`config.mk`:
```
export PLATFORM = sky130hd
export DESIGN_NAME = sat_engine_ctrl
export DESIGN_NICKNAME = d
export VERILOG_FILES = /design/src/rtl/sat_engine_ctrl.sv
export SDC_FILE = /design/constraint.sdc
export NUM_CORES = 1
export LEC_CHECK = 0
export BUFFER_PORTS_ARGS = -buffer_cell sky130_fd_sc_hd__buf_2
export CORE_UTILIZATION = 45
export CTS_CLUSTER_SIZE = 10
export DETAILED_ROUTE_END_ITERATION = 16
export PLACE_DENSITY = 0.72
export SLEW_MARGIN = 20
export SYNTH_ARGS = -nofsm -noshare
export SYNTH_HDL_FRONTEND = slang
export SYNTH_SLANG_ARGS = --single-unit
```
`constraint.sdc`:
```
create_clock -name clk -period 4.1 [get_ports clk]
set_input_delay 0.82 -clock clk [delete_from_list [all_inputs] [get_ports clk]]
set_output_delay 0.82 -clock clk [all_outputs]
set_load 0.05 [all_outputs]
```
`src/rtl/sat_engine_ctrl.sv`:
```
// Sequencer for the Sat Engine variable-state datapath: load, decide, imply,
// analyze and backtrack until SAT, UNSAT or an abort condition.
module sat_engine_ctrl #(
    parameter int unsigned NUM_VARS        = 8,
    parameter int unsigned WIDTH_LVL       = 10,
    parameter int unsigned MAX_IMPLY_ITERS = 32
) (
    input  logic                  clk,
    input  logic                  rst,
    input  logic                  start_i,
    output logic                  done_o,
    output logic                  sat_o,
    output logic                  unsat_o,
    output logic                  err_o,
    output logic [NUM_VARS-1:0]   wr_states_o,
    input  logic [NUM_VARS*3-1:0] var_value_i,
    output logic [NUM_VARS-1:0]   index_decided_o,
    output logic [WIDTH_LVL-1:0]  cur_lvl_o,
    output logic                  apply_imply_o,
    input  logic                  find_imply_i,
    input  logic                  find_conflict_i,
    output logic                  apply_analyze_o,
    input  logic [WIDTH_LVL-1:0]  max_lvl_i,
    output logic                  apply_bkt_o,
    output logic [WIDTH_LVL-1:0]  bkt_lvl_o
);

    localparam int unsigned CNT_W = $clog2(MAX_IMPLY_ITERS + 1);
    localparam logic [CNT_W-1:0] IMPLY_LIMIT = CNT_W'(MAX_IMPLY_ITERS);

    typedef enum logic [3:0] {
        S_IDLE, S_LOAD, S_IMPLY, S_IMPLY_WAIT, S_DECIDE,
        S_ANALYZE, S_ANALYZE_WAIT, S_BKT, S_DONE
    } state_t;

    state_t               r_state, w_state_next;
    logic [CNT_W-1:0]     r_imply_cnt;
    logic [WIDTH_LVL-1:0] r_cur_lvl, r_bkt_lvl, w_bkt;
    logic [NUM_VARS-1:0]  r_wr_states, r_index_decided, w_onehot;
    logic                 r_done, r_sat, r_unsat, r_err;
    logic                 r_apply_imply, r_apply_analyze, r_apply_bkt;
    logic                 w_any_free, w_set_sat, w_set_unsat, w_set_err;

    // Lowest-index unassigned variable wins
    always_comb begin
        w_any_free = 1'b0;
        w_onehot   = '0;
        for (int unsigned i = 0; i < NUM_VARS; i++) begin
            if (!w_any_free && var_value_i[3*i +: 3] == 3'b000) begin
                w_any_free  = 1'b1;
                w_onehot[i] = 1'b1;
            end
        end
    end

    always_comb begin
        w_bkt = (max_lvl_i < r_cur_lvl) ? max_lvl_i : r_cur_lvl - 1'b1;
    end

    // State register
    always_ff @(posedge clk) begin
        if (rst) r_state <= S_IDLE;
        else     r_state <= w_state_next;
    end

    // Next-state logic
    always_comb begin
        w_state_next = r_state;
        case (r_state)
            S_IDLE:         if (start_i) w_state_next = S_LOAD;
            S_LOAD:         w_state_next = S_IMPLY;
            S_IMPLY:        w_state_next = S_IMPLY_WAIT;
            S_IMPLY_WAIT: begin
                if (find_conflict_i)
                    w_state_next = (r_cur_lvl == '0) ? S_DONE : S_ANALYZE;
                else if (find_imply_i)
                    w_state_next = (r_imply_cnt == IMPLY_LIMIT) ? S_DONE : S_IMPLY;
                else
                    w_state_next = S_DECIDE;
            end
            S_DECIDE:       w_state_next = (!w_any_free || &r_cur_lvl) ? S_DONE : S_IMPLY;
            S_ANALYZE:      w_state_next = S_ANALYZE_WAIT;
            S_ANALYZE_WAIT: w_state_next = S_BKT;
            S_BKT:          w_state_next = S_IMPLY;
            S_DONE:         w_state_next = S_IDLE;
            default:        w_state_next = S_IDLE;
        endcase
    end

    // Output/result decode; strobes are registered so they line up with the state they belong to
    always_comb begin
        w_set_sat   = (r_state == S_DECIDE) && !w_any_free;
        w_set_unsat = (r_state == S_IMPLY_WAIT) && find_conflict_i && (r_cur_lvl == '0);
        w_set_err   = ((r_state == S_IMPLY_WAIT) && !find_conflict_i && find_imply_i
                       && (r_imply_cnt == IMPLY_LIMIT))
                   || ((r_state == S_DECIDE) && w_any_free && (&r_cur_lvl));
    end

    always_ff @(posedge clk) begin
        if (rst) begin
            r_imply_cnt     <= '0;
            r_cur_lvl       <= '0;
            r_bkt_lvl       <= '0;
            r_wr_states     <= '0;
            r_index_decided <= '0;
            r_apply_imply   <= 1'b0;
            r_apply_analyze <= 1'b0;
            r_apply_bkt     <= 1'b0;
            r_done          <= 1'b0;
            r_sat           <= 1'b0;
            r_unsat         <= 1'b0;
            r_err           <= 1'b0;
        end else begin
            r_wr_states     <= (w_state_next == S_LOAD) ? '1 : '0;
            r_apply_imply   <= (w_state_next == S_IMPLY);
            r_apply_analyze <= (w_state_next == S_ANALYZE);
            r_apply_bkt     <= (w_state_next == S_BKT);
            r_done          <= (w_state_next == S_DONE);
            r_index_decided <= (r_state == S_DECIDE && w_state_next == S_IMPLY) ? w_onehot : '0;
            r_bkt_lvl       <= (w_state_next == S_BKT) ? w_bkt : '0;

            if (r_state == S_IDLE && start_i) begin
                r_cur_lvl   <= '0;
                r_imply_cnt <= '0;
                r_sat       <= 1'b0;
                r_unsat     <= 1'b0;
                r_err       <= 1'b0;
            end else begin
                if (r_state == S_DECIDE && w_state_next == S_IMPLY)
                    r_cur_lvl <= r_cur_lvl + 1'b1;
                else if (r_state == S_ANALYZE_WAIT)
                    r_cur_lvl <= w_bkt;

                if (r_state == S_IMPLY)
                    r_imply_cnt <= r_imply_cnt + 1'b1;
                else if ((r_state == S_IMPLY_WAIT && w_state_next == S_DECIDE)
                         || r_state == S_ANALYZE_WAIT)
                    r_imply_cnt <= '0;

                if (w_set_sat)   r_sat   <= 1'b1;
                if (w_set_unsat) r_unsat <= 1'b1;
                if (w_set_err)   r_err   <= 1'b1;
            end
        end
    end

    assign done_o          = r_done;
    assign sat_o           = r_sat;
    assign unsat_o         = r_unsat;
    assign err_o           = r_err;
    assign wr_states_o     = r_wr_states;
    assign index_decided_o = r_index_decided;
    assign cur_lvl_o       = r_cur_lvl;
    assign apply_imply_o   = r_apply_imply;
    assign apply_analyze_o = r_apply_analyze;
    assign apply_bkt_o     = r_apply_bkt;
    assign bkt_lvl_o       = r_bkt_lvl;

endmodule

```
==> results.py <==
metrics = {
    "cells_and_area": {
        "drive_above_1_share_pct": 27.3,
        "diodes": 0,
        "final_cell_mix": "buf_2, dfxtp_1, nor2_1",
        "final_cell_area_mm2": 0.00305,
        "area_delta_synth_final_pct": 16.0,
        "num-nets-final": 426,
        "final_common_cell": "buf_2",
        "fillCellCount": 529,
    },
    "worst_setup_path": {
        "reg2reg_depth": 8,
        "setup.worst_path.start": "var_value_i[13]",
        "rr_endpoint": "index_decided_o[3]",
        "worstPathArrival_ps": 3150,
        "cp_data_required_time_ps": 4320,
        "path_common_cell": "nor3_1",
        "path_class": "in2reg",
        "critPathSlowestCell": "or4b_1",
        "end_kind": "flip-flop",
        "cp_max_fo": 8,
        "crit_chain": "buf_2 -> nor3_1 -> nor3_1 -> a31o_2 -> o21ai_0 -> or4b_1 -> nor4b_4",
        "critPathMaxStageDelay_ps": 680,
        "timing.rr.start": "cur_lvl_o[0]",
        "r2r_setup_slack_ps": 1200,
        "start_kind": "input port",
    },
    "power_and_ir_drop": {
        "ir_drop_uv": 202,
        "power.leakage_nw": 1.31,
        "power_density_mw_per_mm2": 288,
    },
    "synth": {
        "synthTopCellsByArea": "dfxtp_1, ha_1, nor2_1",
        "yosys.area.top_type": "dfxtp_1",
        "synth.distinct_cells": 54,
        "avgSynthCellArea_um2": 8.45,
        "ys_seq_area_share_pct": 35.0,
        "syn_area_mm2": 0.00263,
        "synth_top_area_share_pct": 35.0,
        "synth-edff-count": 0,
        "async_flop_share_pct": 0,
        "synthCells": 311,
        "synth-seq-cells": 46,
        "synth_warnings": 0,
        "ys.flop_type": "dfxtp_1",
        "syn_nets": 363,
    },
    "timing": {
        "setup-tns-final_ps": 0,
        "relSlewSlack_pct": 33.9,
        "clock_skew_ps": 6.41,
        "slew_violations": 0,
        "rsz0062_at_grt": "no",
        "finalCritPeriodShare_pct": 71.3,
        "worst_pin_slew_ps": 987,
        "hold_violations": 0,
        "hold_slack_ps": 471,
        "period_minus_slack_ps": 2930,
        "fmax_mhz": 342,
        "final-setup-viol-count": 0,
    },
    "worst_hold_path": {
        "min_from": "err_o",
        "whs_path_depth": 2,
        "worstHoldEndpoint": "err_o",
        "hp-class": "reg2reg",
    },
    "global_routing": {
        "overflow": 0,
        "grt_pass1_wl_um": 10000,
        "antenna_found_initial": 0,
        "grt_max_degree": 25,
        "grtUsageTotal_pct": 20.7,
        "grt_pass1_vias": 2286,
    },
    "place": {
        "globalplace.congestion": 0.809,
        "postPlaceCellArea_mm2": 0.00297,
        "place_hpwl_um": 4610,
        "port_buffers": 81,
    },
    "clocking": {
        "cts_resized": 0,
        "clock_latency_ps": 300,
        "h-tree-depth": 2,
        "path_clk_slew_ps": 80,
        "cts_root_buf": "clkbuf_8",
        "cts_setup_buffers": 0,
        "cts_hold_buffers": 0,
        "numCtsBuffers": 5,
        "cts_buffer_depth": 2,
        "cts_sinks": 46,
        "cts_tree": "built",
    },
    "die": {
        "io_pins": 82,
        "fp.coreArea_mm2": 0.00557,
        "dieWidth_um": 78.4,
        "dieArea_mm2": 0.00615,
        "initial_core_util_pct": 47.1,
        "num_rows": 27,
        "die_h_um": 78.4,
    },
    "outcome": {
        "outcome": "finished, final reports clean",
    },
    "route": {
        "antenna_left": 0,
        "dr.pass1.iters": 5,
        "wl_per_cell_um": 14.0,
        "drc": 0,
        "wirelength_um": 6230,
        "via_per_inst": 5.59,
        "num_vias": 2493,
        "drt-initial-drc-count": 117,
    },
    "job": {
        "max-cap-violations": 0,
    },
}
## layer usage
metal  wire (um)  vias up  global-route usage, %  part of all wire [%]
met5           0        -                      0                     0
met4         140        0                   10.0                   2.2
met3         494       12                   5.35                   7.9
met2        2820      106                   35.3                    45
met1        2770     1131                   23.9                    44
li1            -     1244                      -                     -
## critical path: cells and delay by family
family	cells	cell delay, ps
AOI/OAI and AO/OA	2	530
and+or+nand+nor	4	1690
buffers and inverters	1	100
## flip-flops by register name (all words and copies together) (netlist names), 4 cells and up
name	flops
r_imply_cnt	6
bkt_lvl_o	10
cur_lvl_o	10
r_state	4
index_decided_o	8
## cell usage after synthesis, drive strengths merged, types with 4 or more instances
| cell | n |
|---|---|
| a21oi | 20 |
| inv | 22 |
| nor4 | 7 |
| buf | 12 |
| ha | 13 |
| o21ai | 12 |
| xnor2 | 9 |
| nand2 | 10 |
| nor4b | 6 |
| nor3 | 19 |
| nand3 | 15 |
| nor2 | 30 |
| a31oi | 5 |
| dfxtp | 46 |
| nand3b | 5 |
| a311o | 4 |
| clkbuf | 13 |
| a211oi | 7 |
| or3 | 5 |
| a21o | 4 |
## through the flow
step	utilization, %	worst slack (ps)	total power [mW]	cells
final	54.7	1170	0.877	446
after global placement	53.2	914	0.619	439
after detailed placement	53.2	850	0.620	439
after global routing	54.7	913	0.917	446
after floorplan	-	1290	0.589	311
after CTS	54.7	1180	0.882	446
## cell families after synthesis
| family | synth area share [%] |
|---|---|
| XOR/XNOR | 3.00 |
| buffers and inverters | 9.05 |
| adder cells (fa/ha/maj) | 6.19 |
| flip-flops | 35.0 |
| AND/OR/NAND/NOR | 27.1 |
| AO/OA/AOI/OAI | 19.6 |
## layout make-up
type | count | area (um2) | share of cell area [%]
clock buffers | 5 | 68.8 | 2.26
clock inverters | 2 | 10.0 | 0.329
inverters | 22 | 82.6 | 2.71
multi-input cells | 218 | 1470 | 48.2
flip-flops and latches | 46 | 921 | 30.2
well taps | 72 | 90.1 | 2.96
repair buffers | 81 | 405 | 13.3
## worst max-delay path by stage
| stage | to | slack, ps | cells past startpoint |
|---|---|---|---|
| floorplan | index_decided_o[1] | 1290 | 7 |
| global placement | index_decided_o[5] | 910 | 7 |
| detailed placement | index_decided_o[3] | 850 | 7 |
| CTS | index_decided_o[3] | 1180 | 7 |
| global route | index_decided_o[7] | 910 | 7 |
| finish | index_decided_o[3] | 1170 | 7 |
## power breakdown
part / switching [mW] / internal (mW)
Clock: 0.153 / 0.115
Combinational: 0.0992 / 0.0480
Sequential: 0.0107 / 0.452
Total: 0.262 / 0.615
No activity file was read; power rests on OpenSTA's default activity.
